## config.mk

```make
export PLATFORM = sky130hd
export DESIGN_NAME = stage_4_flat
export DESIGN_NICKNAME = d
export VERILOG_FILES = /design/src/rtl/stage_4_pkg.sv /design/src/rtl/stage_4_if.sv /design/src/rtl/stage_4_load_align.sv /design/src/rtl/stage_4.sv /design/src/flat_wrapper.sv
export SDC_FILE = /design/constraint.sdc
export NUM_CORES = 1
export LEC_CHECK = 0
export CAP_MARGIN = 20
export CORE_ASPECT_RATIO = 1.75
export CORE_MARGIN = 8
export CORE_UTILIZATION = 30
export DETAILED_ROUTE_END_ITERATION = 6
export MAX_ROUTING_LAYER = met4
export PLACE_DENSITY = 0.64
export SYNTH_ARGS = -nofsm -noshare
export SYNTH_HDL_FRONTEND = slang
export SYNTH_HIERARCHICAL = 1
export SYNTH_SLANG_ARGS = --single-unit
```

## constraint.sdc

```tcl
create_clock -name clk -period 3.69 [get_ports clk]
set_input_delay 0.738 -clock clk [delete_from_list [all_inputs] [get_ports clk]]
set_output_delay 0.738 -clock clk [all_outputs]
set_load 0.005 [all_outputs]
```

## src/rtl/stage_4_pkg.sv

```systemverilog
// stage_4_pkg: shared constants, FSM state type and helpers for the
// memory-access stage (stage_4) of the RV32I pipeline.
//   - RV32I opcodes for LOAD / STORE
//   - func_3 width/sign codes
//   - FSM state encoding (IDLE / BUSY)
//   - sign_extend(): sign-extends a byte or halfword to 32 bits
package stage_4_pkg;

  localparam logic [6:0] OP_LOAD  = 7'b0000011;
  localparam logic [6:0] OP_STORE = 7'b0100011;

  localparam logic [2:0] F3_B  = 3'b000;  // LB / SB
  localparam logic [2:0] F3_H  = 3'b001;  // LH / SH
  localparam logic [2:0] F3_W  = 3'b010;  // LW / SW
  localparam logic [2:0] F3_BU = 3'b100;  // LBU
  localparam logic [2:0] F3_HU = 3'b101;  // LHU

  typedef enum logic {
    IDLE = 1'b0,
    BUSY = 1'b1
  } state_t;

  // is_half = 0: extend v[7:0]; is_half = 1: extend v[15:0].
  function automatic logic [31:0] sign_extend(input logic [15:0] v, input logic is_half);
    return is_half ? {{16{v[15]}}, v} : {{24{v[7]}}, v[7:0]};
  endfunction

endpackage

```

## src/rtl/stage_4_if.sv

```systemverilog
// stage_4_if: request/acknowledge data-memory bus used by stage_4.
//   mem_req   request (held while an access is outstanding)
//   mem_we    1 = write
//   mem_addr  word-aligned byte address
//   mem_wdata lane-replicated write data
//   mem_be    byte enables
//   mem_rdata read data, valid with mem_ack
//   mem_ack   completion
// master = the pipeline stage, slave = the memory.
interface stage_4_if;
  logic        mem_req;
  logic        mem_we;
  logic [31:0] mem_addr;
  logic [31:0] mem_wdata;
  logic [3:0]  mem_be;
  logic [31:0] mem_rdata;
  logic        mem_ack;

  modport master (
    output mem_req, mem_we, mem_addr, mem_wdata, mem_be,
    input  mem_rdata, mem_ack
  );

  modport slave (
    input  mem_req, mem_we, mem_addr, mem_wdata, mem_be,
    output mem_rdata, mem_ack
  );
endinterface

```

## src/rtl/stage_4_load_align.sv

```systemverilog
// stage_4_load_align: combinational load formatting.
//   rdata_i   raw 32-bit word from memory
//   addr_lo_i byte offset within the word (addr[1:0])
//   func_3_i  width/sign selector (LB/LBU/LH/LHU/LW)
//   data_o    lane-selected, sign/zero-extended result
// Halfwords use addr[1] only; unknown func_3 returns the raw word.
module stage_4_load_align
  import stage_4_pkg::*;
(
  input  logic [31:0] rdata_i,
  input  logic [1:0]  addr_lo_i,
  input  logic [2:0]  func_3_i,
  output logic [31:0] data_o
);

  logic [7:0]  byte_sel;
  logic [15:0] half_sel;

  always_comb begin
    case (addr_lo_i)
      2'd0:    byte_sel = rdata_i[7:0];
      2'd1:    byte_sel = rdata_i[15:8];
      2'd2:    byte_sel = rdata_i[23:16];
      default: byte_sel = rdata_i[31:24];
    endcase
    half_sel = addr_lo_i[1] ? rdata_i[31:16] : rdata_i[15:0];
  end

  always_comb begin
    data_o = rdata_i;
    case (func_3_i)
      F3_B:    data_o = sign_extend({8'h00, byte_sel}, 1'b0);
      F3_BU:   data_o = {24'h0, byte_sel};
      F3_H:    data_o = sign_extend(half_sel, 1'b1);
      F3_HU:   data_o = {16'h0, half_sel};
      default: data_o = rdata_i;
    endcase
  end

endmodule

```

## src/rtl/stage_4.sv

```systemverilog
// stage_4: memory-access stage of the 5-stage RV32I pipeline.
// ALU results pass straight through to writeback with one cycle latency;
// loads/stores are issued on the req/ack bus (mem) and the stage stalls
// upstream while the access is outstanding.
// Ports:
//   clk, rst            clock, synchronous active-high reset
//   i_valid..i_op_type  execute-stage result bundle
//   stall               upstream must hold its inputs (state == BUSY)
//   mem                 data-memory bus (stage_4_if.master)
//   valid, wb_data, rd_num, wb_en   writeback bundle (valid is a pulse)
//   bus_err             one-cycle pulse when a bus access times out
//   misalign            one-cycle pulse on a trapped misaligned access
// Parameter TIMEOUT: cycles mem_req may stay unacknowledged (0 = never abort).
// Build option: define MISALIGN_TRAP_EN to trap misaligned half/word
// accesses instead of silently ignoring the low address bits.
module stage_4
  import stage_4_pkg::*;
#(
  parameter int unsigned TIMEOUT = 255
) (
  input  logic             clk,
  input  logic             rst,
  input  logic             i_valid,
  input  logic [31:0]      i_alu_out,
  input  logic [31:0]      i_rs_2,
  input  logic [4:0]       i_rd_num,
  input  logic [6:0]       i_opcode,
  input  logic [2:0]       i_func_3,
  input  logic             i_op_type,
  output logic             stall,
  stage_4_if.master        mem,
  output logic             valid,
  output logic [31:0]      wb_data,
  output logic [4:0]       rd_num,
  output logic             wb_en,
  output logic             bus_err,
  output logic             misalign
);

  state_t      state_q, state_d;
  logic [31:0] cnt_q, cnt_d;
  logic [1:0]  addr_lo_q;
  logic [2:0]  func_3_q;
  logic [4:0]  rd_q;
  logic        mem_we_q;
  logic [31:0] mem_addr_q, mem_wdata_q;
  logic [3:0]  mem_be_q;
  logic        valid_q, wb_en_q, bus_err_q, misalign_q;
  logic [31:0] wb_data_q;
  logic [4:0]  rd_num_q;

  logic        start, trap, issue, ack_done, timeout_hit;
  logic [31:0] st_wdata, load_val;
  logic [3:0]  st_be;

  assign start       = (state_q == IDLE) && i_valid && i_op_type;
  assign issue       = start && !trap;
  assign ack_done    = (state_q == BUSY) && mem.mem_ack;
  // Abort on the edge where the no-ack count would reach TIMEOUT, so
  // mem_req is high for exactly TIMEOUT cycles.
  assign timeout_hit = (state_q == BUSY) && !mem.mem_ack && (TIMEOUT != 0)
                       && ((cnt_q + 32'd1) == TIMEOUT);

`ifdef MISALIGN_TRAP_EN
  always_comb begin
    trap = 1'b0;
    if (start) begin
      if ((i_func_3 == F3_H || i_func_3 == F3_HU) && i_alu_out[0]) trap = 1'b1;
      if ((i_func_3 == F3_W) && (i_alu_out[1:0] != 2'b00))       trap = 1'b1;
    end
  end
`else
  assign trap = 1'b0;
`endif

  // Store lane formatting; loads also carry these enables on the bus.
  always_comb begin
    st_wdata = i_rs_2;
    st_be    = 4'b1111;
    case (i_func_3)
      F3_B: begin
        st_wdata = {4{i_rs_2[7:0]}};
        st_be    = 4'b0001 << i_alu_out[1:0];
      end
      F3_H: begin
        st_wdata = {2{i_rs_2[15:0]}};
        st_be    = i_alu_out[1] ? 4'b1100 : 4'b0011;
      end
      default: ;
    endcase
  end

  stage_4_load_align u_load_align (
    .rdata_i   (mem.mem_rdata),
    .addr_lo_i (addr_lo_q),
    .func_3_i  (func_3_q),
    .data_o    (load_val)
  );

  // FSM: state register
  always_ff @(posedge clk) begin
    if (rst) state_q <= IDLE;
    else     state_q <= state_d;
  end

  // FSM: next state
  always_comb begin
    state_d = state_q;
    case (state_q)
      IDLE:    if (issue) state_d = BUSY;
      BUSY:    if (ack_done || timeout_hit) state_d = IDLE;
      default: state_d = IDLE;
    endcase
  end

  // FSM: outputs
  always_comb begin
    stall       = (state_q == BUSY);
    mem.mem_req = (state_q == BUSY);
  end

  assign cnt_d = ((state_q == BUSY) && !mem.mem_ack) ? cnt_q + 32'd1 : 32'd0;

  always_ff @(posedge clk) begin
    if (rst) begin
      cnt_q       <= '0;
      addr_lo_q   <= '0;
      func_3_q    <= '0;
      rd_q        <= '0;
      mem_we_q    <= 1'b0;
      mem_addr_q  <= '0;
      mem_wdata_q <= '0;
      mem_be_q    <= '0;
      valid_q     <= 1'b0;
      wb_data_q   <= '0;
      rd_num_q    <= '0;
      wb_en_q     <= 1'b0;
      bus_err_q   <= 1'b0;
      misalign_q  <= 1'b0;
    end else begin
      cnt_q      <= cnt_d;
      valid_q    <= 1'b0;
      bus_err_q  <= 1'b0;
      misalign_q <= trap;
      if ((state_q == IDLE) && i_valid && !i_op_type) begin
        valid_q   <= 1'b1;
        wb_data_q <= i_alu_out;
        rd_num_q  <= i_rd_num;
        wb_en_q   <= (i_rd_num != 5'd0);
      end else if (trap) begin
        valid_q   <= 1'b1;
        wb_data_q <= '0;
        rd_num_q  <= i_rd_num;
        wb_en_q   <= 1'b0;
      end else if (issue) begin
        addr_lo_q   <= i_alu_out[1:0];
        func_3_q    <= i_func_3;
        rd_q        <= i_rd_num;
        mem_we_q    <= (i_opcode == OP_STORE);
        mem_addr_q  <= {i_alu_out[31:2], 2'b00};
        mem_wdata_q <= st_wdata;
        mem_be_q    <= st_be;
      end else if (ack_done) begin
        valid_q  <= 1'b1;
        rd_num_q <= rd_q;
        if (mem_we_q) begin
          wb_data_q <= '0;
          wb_en_q   <= 1'b0;
        end else begin
          wb_data_q <= load_val;
          wb_en_q   <= (rd_q != 5'd0);
        end
      end else if (timeout_hit) begin
        valid_q   <= 1'b1;
        bus_err_q <= 1'b1;
        wb_data_q <= '0;
        rd_num_q  <= rd_q;
        wb_en_q   <= 1'b0;
      end
    end
  end

  assign mem.mem_we    = mem_we_q;
  assign mem.mem_addr  = mem_addr_q;
  assign mem.mem_wdata = mem_wdata_q;
  assign mem.mem_be    = mem_be_q;
  assign valid         = valid_q;
  assign wb_data       = wb_data_q;
  assign rd_num        = rd_num_q;
  assign wb_en         = wb_en_q;
  assign bus_err       = bus_err_q;
  assign misalign      = misalign_q;

endmodule

```

## src/flat_wrapper.sv

```systemverilog
// flat-port wrapper written by rule: the top's interface ports become plain ports
module stage_4_flat import stage_4_pkg::*;
#(
  parameter int unsigned TIMEOUT = 255
)
  (clk, rst, i_valid, i_alu_out, i_rs_2, i_rd_num, i_opcode, i_func_3, i_op_type, stall, valid, wb_data, rd_num, wb_en, bus_err, misalign, mem_mem_req, mem_mem_we, mem_mem_addr, mem_mem_wdata, mem_mem_be, mem_mem_rdata, mem_mem_ack);
  stage_4_if mem_i ();
  input  logic clk;
  input  logic rst;
  input  logic i_valid;
  input  logic [31:0] i_alu_out;
  input  logic [31:0] i_rs_2;
  input  logic [4:0] i_rd_num;
  input  logic [6:0] i_opcode;
  input  logic [2:0] i_func_3;
  input  logic i_op_type;
  output logic stall;
  output logic valid;
  output logic [31:0] wb_data;
  output logic [4:0] rd_num;
  output logic wb_en;
  output logic bus_err;
  output logic misalign;
  output wire logic [$bits(mem_i.mem_req)-1:0] mem_mem_req;
  output wire logic [$bits(mem_i.mem_we)-1:0] mem_mem_we;
  output wire logic [$bits(mem_i.mem_addr)-1:0] mem_mem_addr;
  output wire logic [$bits(mem_i.mem_wdata)-1:0] mem_mem_wdata;
  output wire logic [$bits(mem_i.mem_be)-1:0] mem_mem_be;
  input wire logic [$bits(mem_i.mem_rdata)-1:0] mem_mem_rdata;
  input wire logic [$bits(mem_i.mem_ack)-1:0] mem_mem_ack;
  assign mem_mem_req = mem_i.mem_req;
  assign mem_mem_we = mem_i.mem_we;
  assign mem_mem_addr = mem_i.mem_addr;
  assign mem_mem_wdata = mem_i.mem_wdata;
  assign mem_mem_be = mem_i.mem_be;
  assign mem_i.mem_rdata = mem_mem_rdata;
  assign mem_i.mem_ack = mem_mem_ack;
  stage_4 #(.TIMEOUT(TIMEOUT)) u_core (.clk(clk), .rst(rst), .i_valid(i_valid), .i_alu_out(i_alu_out), .i_rs_2(i_rs_2), .i_rd_num(i_rd_num), .i_opcode(i_opcode), .i_func_3(i_func_3), .i_op_type(i_op_type), .stall(stall), .mem(mem_i), .valid(valid), .wb_data(wb_data), .rd_num(rd_num), .wb_en(wb_en), .bus_err(bus_err), .misalign(misalign));
endmodule
```

==> impl_metrics.tcl, run 1 <==
set metrics [dict create \
    outcome "complete, no violations" \
    drt_first_pass_iters 5 \
    synth_top_area_share_pct 36.9 \
    post-route-period-util_pct 83.6 \
    rows 80 \
    slew_violations 0 \
    die_h_um 234 \
    final-hold-violation-count 0 \
    critical_path_end_type "flip-flop" \
    max_slew_margin_vs_limit_pct 47.0 \
    critical_path.cell_chain "ha_1, and3_1, nand3_2, nor3_1, mux2_1, a2111oi_4, nand4_2, buf_4, nand4b_1, a31oi_1" \
    design.core.area_um2 26900 \
    width_of_the_die_um 140 \
    place_congestion 0.874 \
    cts.sinks 150 \
    met1_usage_pct 19.3 \
    num-nets-final 1283 \
    crit_path_start_kind "flip-flop" \
    synth.yosys.warnings 6 \
    overall_die_area_um2 32800 \
    cell_type_contributing_the_most_total_cell_area_after_synthesis "dfxtp_1" \
    post_synth_main_area_contributors "dfxtp_1 (37%), nand2_1 (6.9%), a21oi_1 (5.3%)" \
    top_usage_layer "met2" \
    initialDrtViolationCount 699 \
    maximum_level_of_the_cts_h_tree 4 \
    fmaxAchievable_mhz 324 \
    crit_slowest_cell "dfxtp_1" \
    post_layout_nonfiller_instances 1510 \
    postSynth.topFlopCell "dfxtp_1" \
    grt_start_max_net_pins 69 \
    cts_buffers 17 \
    worst_slew_pin_slew_ns 0.793 \
    worst_path_dominant_cell_family "simple AND/OR/NAND/NOR gates" \
    met2_resource_use_gr_pct 33.8 \
    cts_hold_buffers_added 0 \
    ys_seq_elements 150 \
    cp_data_required_time_ns 3.98 \
    power_density_nw_per_um2 392 \
    drt.antenna.violating_nets 0 \
    syn_avg_cell_area_um2 8.18 \
    grt_setup_unrepaired "no" \
    static-leakage-power_uw 0.00368 \
    placed_cells_incl_taps 1473 \
    asyncSetResetFlopFracSynth_pct 0 \
    grt.total_usage_pct 19.1 \
    initial_antenna_violation_count 3 \
    first_global_vias 8278 \
    drc 0 \
    worst_hold_path_type "reg2reg" \
    start_util_pct 30.2 \
    routed-via-count 8317 \
    clockRootBuffer "clkbuf_16" \
    synthDistinctLibCells 72 \
    globalRoute.totalOverflow 0 \
    timing.setup.critical_path_class "reg2reg" \
    detail_route.wl_per_cell_um 20.7 \
    mostFrequentLayoutCells "clkdlybuf4s50_1 (223), dfxtp_1 (150), nand2_1 (149)" \
    ctsResizeCount 0 \
    setup-violations-final 0 \
    peakVddDrop_v 0.000299 \
    area_of_all_placed_cells_without_fillers_um2 11200 \
    finalWorstPathRequiredPeriod_ns 3.08 \
    hpwl_mm 22.5 \
    postRouteWirelength_mm 31.2 \
    cap_violations 0 \
    netlist_area_um2 8130 \
    layout-drive-gt1-share_pct 7.64 \
    dpl_cell_area_um2 10500 \
    cts.clk_slew.worst_paths_ns 0.06 \
    i_o_pin_count 228 \
    worst_clock_skew_ns 0.00847 \
    clock_tree_from_tritoncts "done" \
    areaGrowthSynthToFinish_pct 37.2 \
    critical_path_peak_fanout 33 \
    global_route_wire_length_before_repair_mm 47.4 \
    gr-usage-met3_pct 4.97 \
    worstPathArrival_ns 3.38 \
    fin_worst_hold_slack_ns 0.452 \
    post-cts-setup-buffer-count 0 \
    seq_area_frac_synth_pct 36.9 \
    avgViaCountPerCell 5.51 \
    synthCells 994 \
    number_of_synthesized_flops_with_an_enable_pin 0 \
    clock_path_buffers 2 \
    critPathBufInv 1 \
    totalNegativeSetupSlack_ns 0 \
    io_buffers 224 \
    max_stage_delay_ns 0.40 \
    clk_latency_ns 0.44 \
    most_common_library_cell_in_the_layout_ignoring_fill_and_taps "clkdlybuf4s50_1" \
]
==> cells by family after synthesis <==
logic type / after synthesis / share of synthesized area, %
AOI/OAI and AO/OA: 255 / 20.9
xor gates and xnor gates: 27 / 2.91
adders and majority gates: 2 / 0.308
buffers and inverters: 109 / 6.32
DFF: 150 / 36.9
muxes: 35 / 5.85
other: 1 / 0.0461
and+or+nand+nor: 415 / 26.7
==> worst reg2reg max path: cells and delay by family, from the launching register on <==
family / cells / cell delay [ns]
AND/OR/NAND/NOR: 5 / 1.13
AO/OA/AOI/OAI: 2 / 0.43
flip-flops: 1 / 0.40
multiplexers: 1 / 0.40
buffers and inverters: 1 / 0.36
adder cells (fa/ha/maj): 1 / 0.23
==> worst paths after layout <==
check / start / end / slack (ns) / cells after the start
max: u_core/cnt_q[0] / u_core/wb_data[18] / 0.61 / 10
min: u_core/mem.mem_addr[2] / u_core/mem.mem_addr[2] / 0.45 / 2
max reg2reg: u_core/cnt_q[0] / u_core/wb_data[18] / 0.61 / 10
min reg2reg: u_core/mem.mem_addr[2] / u_core/mem.mem_addr[2] / 0.45 / 2
==> state kept, by name, summed over array words and instances (netlist names) <==
| name | count |
|---|---|
| u_core/cnt_q | 32 |
| u_core/mem.mem_wdata | 32 |
| u_core/wb_data | 32 |
| u_core/mem.mem_addr | 30 |
| u_core/rd_num | 5 |
| u_core/rd_q | 5 |
| u_core/mem.mem_be | 4 |
| u_core/func_3_q | 3 |
| u_core/addr_lo_q | 2 |
| u_core/bus_err | 1 |
| u_core/mem.mem_req | 1 |
| u_core/mem.mem_we | 1 |
| u_core/valid | 1 |
| u_core/wb_en | 1 |
==> per-stage QoR <==
step           utilization (%)  power (uW)  worst slack [ns]
4_1_cts                   41.3        4440             0.648
3_5_place_dp              39.0        2590             0.514
2_1_floorplan                -        2160              1.13
5_1_grt                   41.4        4560             0.389
3_3_place_gp              39.0        2580             0.534
6_report                  41.4        4380             0.606
==> Yosys cell counts (all sizes together), types with 7 or more instances <==
master / count
mux2i: 25
nand2: 150
xnor2: 18
or3: 7
nor2: 90
inv: 17
o211ai: 10
a311oi: 18
a211oi: 11
o221ai: 7
xor2: 9
nor4: 15
buf: 34
a31oi: 33
o21ai: 25
nand4: 11
a21oi: 86
clkbuf: 57
and3: 7
mux4: 7
nor3: 10
o22ai: 16
a22oi: 33
dfxtp: 150
nand3: 49
nand4b: 34
nor2b: 16
==> where the power goes <==
group          switching (uW)  internal (uW)
clock network             727           1100
logic                     382            405
registers                62.2           1710
==> layout make-up <==
| cell class | instances | area (um^2) |
|---|---|---|
| repair buffers | 241 | 2410 |
| fillers | 2680 | 15800 |
| multi-input cells | 737 | 4640 |
| diodes | 4 | 10.0 |
| flip-flops and latches | 150 | 3000 |
| well taps | 328 | 410 |
| clock inverters | 12 | 153 |
| inverters | 18 | 67.6 |
| clock buffers | 20 | 457 |
==> routing by layer <==
layer | wire, um | vias up | part of all wire (%)
li1 | - | 3968 | -
met1 | 11600 | 3953 | 37
met2 | 16400 | 327 | 53
met3 | 1920 | 69 | 6.1
met4 | 1300 | 0 | 4.2
met5 | 0 | - | 0
(Power assumes the default switching activity.)
==> inputs of run 2 (changes only) <==
==> constraint.sdc (replaced) <==
create_clock -name clk -period 3.1 [get_ports clk]
set_input_delay 0.62 -clock clk [delete_from_list [all_inputs] [get_ports clk]]
set_output_delay 0.62 -clock clk [all_outputs]
set_load 0.005 [all_outputs]
==> run 2 against run 1 <==
Sequential share of layout area down 0.36 points; clock power up 24%; largest cell class unchanged; wire length up 1.3%; core utilization up 0.56 points; first-iteration DRC count down 19%; global-route usage up 0.33 points.
==> impl_metrics.tcl, run 2 (synthesis results as in run 1) <==
set metrics [dict create \
    outcome "complete, no violations" \
    power.clock.fraction_pct 42.6 \
    clock_path_buffers 2 \
    drt_first_pass_iters 6 \
    cts_hold_buffers_added 0 \
    setup-violations-final 0 \
    initial_antenna_violation_count 9 \
    first_global_vias 8338 \
    grt_start_max_net_pins 62 \
    postRouteWirelength_mm 31.6 \
    worst_hold_path_type "reg2reg" \
    timing.hold.worst.start "u_core/mem.mem_addr[7]" \
    design.core.area_um2 26900 \
    critical_path.cell_chain "ha_1, and3_2, nand3_2, nor3_1, mux2_1, a2111oi_4, nand4_2, buf_6, nand4b_1, a31oi_1" \
    power_frac_comb_pct 17.7 \
    cts_buffers 17 \
    drt.antenna.violating_nets 0 \
    place_congestion 0.930 \
    hpwl_mm 23.2 \
    cts.sinks 150 \
    mostFrequentLayoutCells "clkdlybuf4s50_1 (223), dfxtp_1 (150), nand2_1 (149)" \
    intPower_uw 3930 \
    min_path_cells 2 \
    num-nets-final 1301 \
    regToRegEndpoint "u_core/wb_data[22]" \
    timing.hold.worst_endpoint "u_core/mem.mem_addr[7]" \
    clk_latency_ns 0.44 \
    fin_worst_hold_slack_ns 0.453 \
    grt_setup_unrepaired "no" \
    global_route_wire_length_before_repair_mm 48.2 \
    crit_path_start_kind "flip-flop" \
    worst_slew_pin_slew_ns 0.710 \
    worstPathArrival_ns 3.20 \
    width_of_the_die_um 140 \
    totalNegativeSetupSlack_ns 0 \
    multiInputGateArea_um2 4640 \
    final-hold-violation-count 0 \
    most_common_library_cell_in_the_layout_ignoring_fill_and_taps "clkdlybuf4s50_1" \
    finalWorstPathRequiredPeriod_ns 2.89 \
    switch_share_pct 26.1 \
    i_o_pin_count 228 \
    filler_cell_count 2709 \
    power.net_switching_uw 1390 \
    critical_path_end_type "flip-flop" \
    cts.clk_slew.worst_paths_ns 0.06 \
    routed-via-count 8390 \
    areaGrowthSynthToFinish_pct 39.0 \
    worst-path-stages 10 \
    critPathBufInv 1 \
    reg2reg_slack_ns 0.21 \
    maximum_level_of_the_cts_h_tree 4 \
    cp_data_required_time_ns 3.41 \
    worst_clock_skew_ns 0.00889 \
    layout-drive-gt1-share_pct 8.95 \
    avgViaCountPerCell 5.47 \
    ff2ff_path_depth 10 \
    rows 80 \
    pwr-share-seq_pct 39.7 \
    die_h_um 234 \
    rr_startpoint "u_core/cnt_q[0]" \
    post-route-period-util_pct 93.3 \
    clock_tree_from_tritoncts "done" \
    detail_route.wl_per_cell_um 20.6 \
    clockRootBuffer "clkbuf_16" \
    drc 0 \
    fmaxAchievable_mhz 346 \
    io_buffers 224 \
    cap_violations 0 \
    max_stage_delay_ns 0.40 \
    layout.area.seq_um2 3000 \
    critical_path_peak_fanout 33 \
    max_slew_margin_vs_limit_pct 52.7 \
    power_density_nw_per_um2 470 \
    overall_die_area_um2 32800 \
    worst_path_dominant_cell_family "simple AND/OR/NAND/NOR gates" \
    start_util_pct 30.2 \
    timing.setup.critical_path_class "reg2reg" \
    slew_violations 0 \
    initialDrtViolationCount 566 \
    grt.total_usage_pct 19.5 \
    static-leakage-power_uw 0.00378 \
    globalRoute.totalOverflow 0 \
    peakVddDrop_v 0.000282 \
    crit_slowest_cell "dfxtp_1" \
]
==> run 2: repair_timing <==
item	in CTS	in global routing
resized for setup	0	2
setup buffers	0	0
endpoints found under the setup margin	0	33
==> run 2: final cells by class <==
| cell class | count | share of cell area (%) |
|---|---|---|
| multi-input combinational | 737 | 41.1 |
| tap | 328 | 3.63 |
| antenna | 10 | 0.221 |
| clock buffer | 23 | 4.23 |
| clock inverter | 9 | 1.31 |
| inverter | 18 | 0.598 |
| sequential | 150 | 26.6 |
| timing repair buffer | 259 | 22.4 |
==> run 2: per-layer routing <==
| metal | up-vias | routed length (um) | track usage (%) |
|---|---|---|---|
| met3 | 73 | 1900 | 5.42 |
| met2 | 316 | 16400 | 33.6 |
| li1 | 3994 | - | - |
| met1 | 4007 | 11900 | 19.7 |
| met4 | 0 | 1420 | 10.8 |
| met5 | - | 0 | - |
==> run 2: how the worst max path moves through the flow <==
stage | endpoint | slack [ns] | startpoint
floorplan | u_core/wb_data[22] | 0.54 | u_core/cnt_q[0]
global placement | u_core/wb_data[16] | 0.18 | mem_mem_ack
detailed placement | u_core/wb_data[29] | 0.12 | u_core/cnt_q[0]
CTS | u_core/wb_data[30] | 0.10 | u_core/cnt_q[0]
global route | u_core/wb_data[16] | 0.04 | u_core/cnt_q[0]
finish | u_core/wb_data[22] | 0.21 | u_core/cnt_q[0]
==> run 2: power by group through the flow <==
stage | sequential (uW) | clock, uW | combinational [uW]
after floorplan | 2140 | 0 | 427
after global placement | 2150 | 0 | 935
after detailed placement | 2150 | 0 | 941
after CTS | 2110 | 2320 | 944
after global routing | 2120 | 2390 | 1020
final | 2110 | 2260 | 940
==> run 2: per-stage QoR <==
stage | total power [uW] | util, % | setup WS (ns) | area [um^2] | std cells
finish | 5310 | 42.0 | 0.209 | 11300 | 1534
detailed placement | 3090 | 39.6 | 0.117 | 10700 | 1492
global placement | 3080 | 39.6 | 0.181 | 10700 | 1492
floorplan | 2570 | - | 0.537 | 8140 | 996
global route | 5530 | 42.0 | 0.0423 | 11300 | 1533
CTS | 5370 | 41.9 | 0.101 | 11300 | 1524
==> run 2: tightest hold or removal path, stage by stage, from the launching register on <==
cell     delay, ns
dfxtp_1       0.31
nand2_1       0.05
a21oi_1       0.05
==> inputs of run 3 (changes only) <==
--- a/config.mk
+++ b/config.mk
@@ -9,6 +9,7 @@
 export CORE_ASPECT_RATIO = 1.75
 export CORE_MARGIN = 8
 export CORE_UTILIZATION = 30
+export CTS_BUF_LIST = sky130_fd_sc_hd__clkbuf_4 sky130_fd_sc_hd__clkbuf_8
 export DETAILED_ROUTE_END_ITERATION = 6
 export MAX_ROUTING_LAYER = met4
 export PLACE_DENSITY = 0.64
==> run 3 against run 2 <==
The run now ends with design-rule violations left; sequential power is essentially flat; largest cell class unchanged; core utilization shrank 0.65 points; count of clock-buffer cells in the layout is the same; wire length shrank 0.27%; first-iteration DRC count shrank 3.5%.
==> impl_metrics.tcl, run 3 (synthesis results as in run 1) <==
set metrics [dict create \
    outcome "finished with violations" \
    violated_checks "design-rule violations" \
    drt.antenna.violating_nets 0 \
    detail_route.wl_per_cell_um 20.5 \
    postRouteWirelength_mm 31.5 \
    start_util_pct 30.2 \
    areaGrowthSynthToFinish_pct 36.9 \
    width_of_the_die_um 140 \
    mostFrequentLayoutCells "clkdlybuf4s50_1 (223), dfxtp_1 (150), nand2_1 (149)" \
    die_h_um 234 \
    crit_path_start_kind "flip-flop" \
    final-hold-violation-count 0 \
    peakVddDrop_v 0.000263 \
    initialDrtViolationCount 546 \
    slew_violations 0 \
    grt.total_usage_pct 19.4 \
    global_route_wire_length_before_repair_mm 48.3 \
    post-route-period-util_pct 92.9 \
    setup-violations-final 0 \
    worstPathArrival_ns 3.24 \
    timing.setup.critical_path_class "reg2reg" \
    cp_data_required_time_ns 3.46 \
    max_slew_margin_vs_limit_pct 52.7 \
    critical_path_peak_fanout 33 \
    cts_hold_buffers_added 0 \
    ctsResizeCount 0 \
    globalRoute.totalOverflow 0 \
    avgViaCountPerCell 5.45 \
    design.core.area_um2 26900 \
    grt_start_max_net_pins 62 \
    worst_hold_path_type "reg2reg" \
    fmaxAchievable_mhz 347 \
    static-leakage-power_uw 0.00370 \
    clk_latency_ns 0.49 \
    clockRootBuffer "clkbuf_8" \
    power_density_nw_per_um2 431 \
    grt_setup_unrepaired "no" \
    num-nets-final 1301 \
    cts.clk_slew.worst_paths_ns 0.09 \
    routed-via-count 8374 \
    cap_violations 0 \
    clock_tree_from_tritoncts "done" \
    hpwl_mm 23.2 \
    finalWorstPathRequiredPeriod_ns 2.88 \
    io_buffers 224 \
    fin_worst_hold_slack_ns 0.457 \
    place_congestion 0.930 \
    first_global_vias 8322 \
    post-cts-setup-buffer-count 0 \
    i_o_pin_count 228 \
    clock_path_buffers 2 \
    overall_die_area_um2 32800 \
    cts_buffers 17 \
    rows 80 \
    cts.sinks 150 \
    critical_path_end_type "flip-flop" \
    totalNegativeSetupSlack_ns 0 \
    initial_antenna_violation_count 9 \
    worst_slew_pin_slew_ns 0.709 \
    drt_first_pass_iters 7 \
    filler_cell_count 2736 \
    layout-drive-gt1-share_pct 9.20 \
    most_common_library_cell_in_the_layout_ignoring_fill_and_taps "clkdlybuf4s50_1" \
    drc 3 \
    worst_clock_skew_ns 0.0114 \
    maximum_level_of_the_cts_h_tree 4 \
]
[run 3: path summary, 6_finish.rpt]
kind | slack (ns) | cells after the start | startpoint | endpoint
setup reg to reg | 0.22 | 10 | u_core/cnt_q[0] | u_core/wb_data[30]
setup / recovery | 0.22 | 10 | u_core/cnt_q[0] | u_core/wb_data[30]
hold reg to reg | 0.46 | 2 | u_core/mem.mem_addr[7] | u_core/mem.mem_addr[7]
hold / removal | 0.46 | 2 | u_core/mem.mem_addr[7] | u_core/mem.mem_addr[7]
[run 3: cell type report]
class / instances / area [um^2] / area share, %
antenna: 12 / 30.0 / 0.270
clock buffer: 23 / 298 / 2.68
clock inverter: 9 / 148 / 1.33
inverter: 18 / 67.6 / 0.607
multi-input combinational: 737 / 4640 / 41.7
sequential: 150 / 3000 / 27.0
tap: 328 / 410 / 3.69
timing repair buffer: 259 / 2530 / 22.7
[run 3: through the flow]
step / total power (uW) / std cells / util (%) / cell area (um^2) / setup slack [ns]
2_1_floorplan: 2570 / 996 / - / 8140 / 0.537
3_3_place_gp: 3080 / 1492 / 39.6 / 10700 / 0.181
3_5_place_dp: 3090 / 1492 / 39.6 / 10700 / 0.117
4_1_cts: 4860 / 1524 / 41.2 / 11100 / 0.0984
5_1_grt: 5010 / 1533 / 41.3 / 11100 / 0.0406
6_report: 4800 / 1536 / 41.3 / 11100 / 0.220
[run 3: layer usage]
layer | track usage, % | part of all wire [%]
met1 | 19.7 | 38
met2 | 34.2 | 53
met3 | 5.06 | 5.8
met4 | 9.41 | 3.7
met5 | - | 0
[run 3: worst max-delay path, cell delays in order (launching register included)]
cell and delay, ns:
dfxtp_1 0.41, ha_1 0.22, and3_2 0.27, nand3_2 0.15
nor3_1 0.22, mux2_1 0.41, a2111oi_4 0.33, nand4_2 0.20
buf_6 0.26, nand4b_1 0.15, a31oi_1 0.10
[run 3: power breakdown]
part	total, uW	internal [uW]	switching [uW]	leakage (uW)
Sequential	2110	2030	78.6	0.00122
Combinational	940	488	453	0.00225
Clock	1750	963	791	0.000230
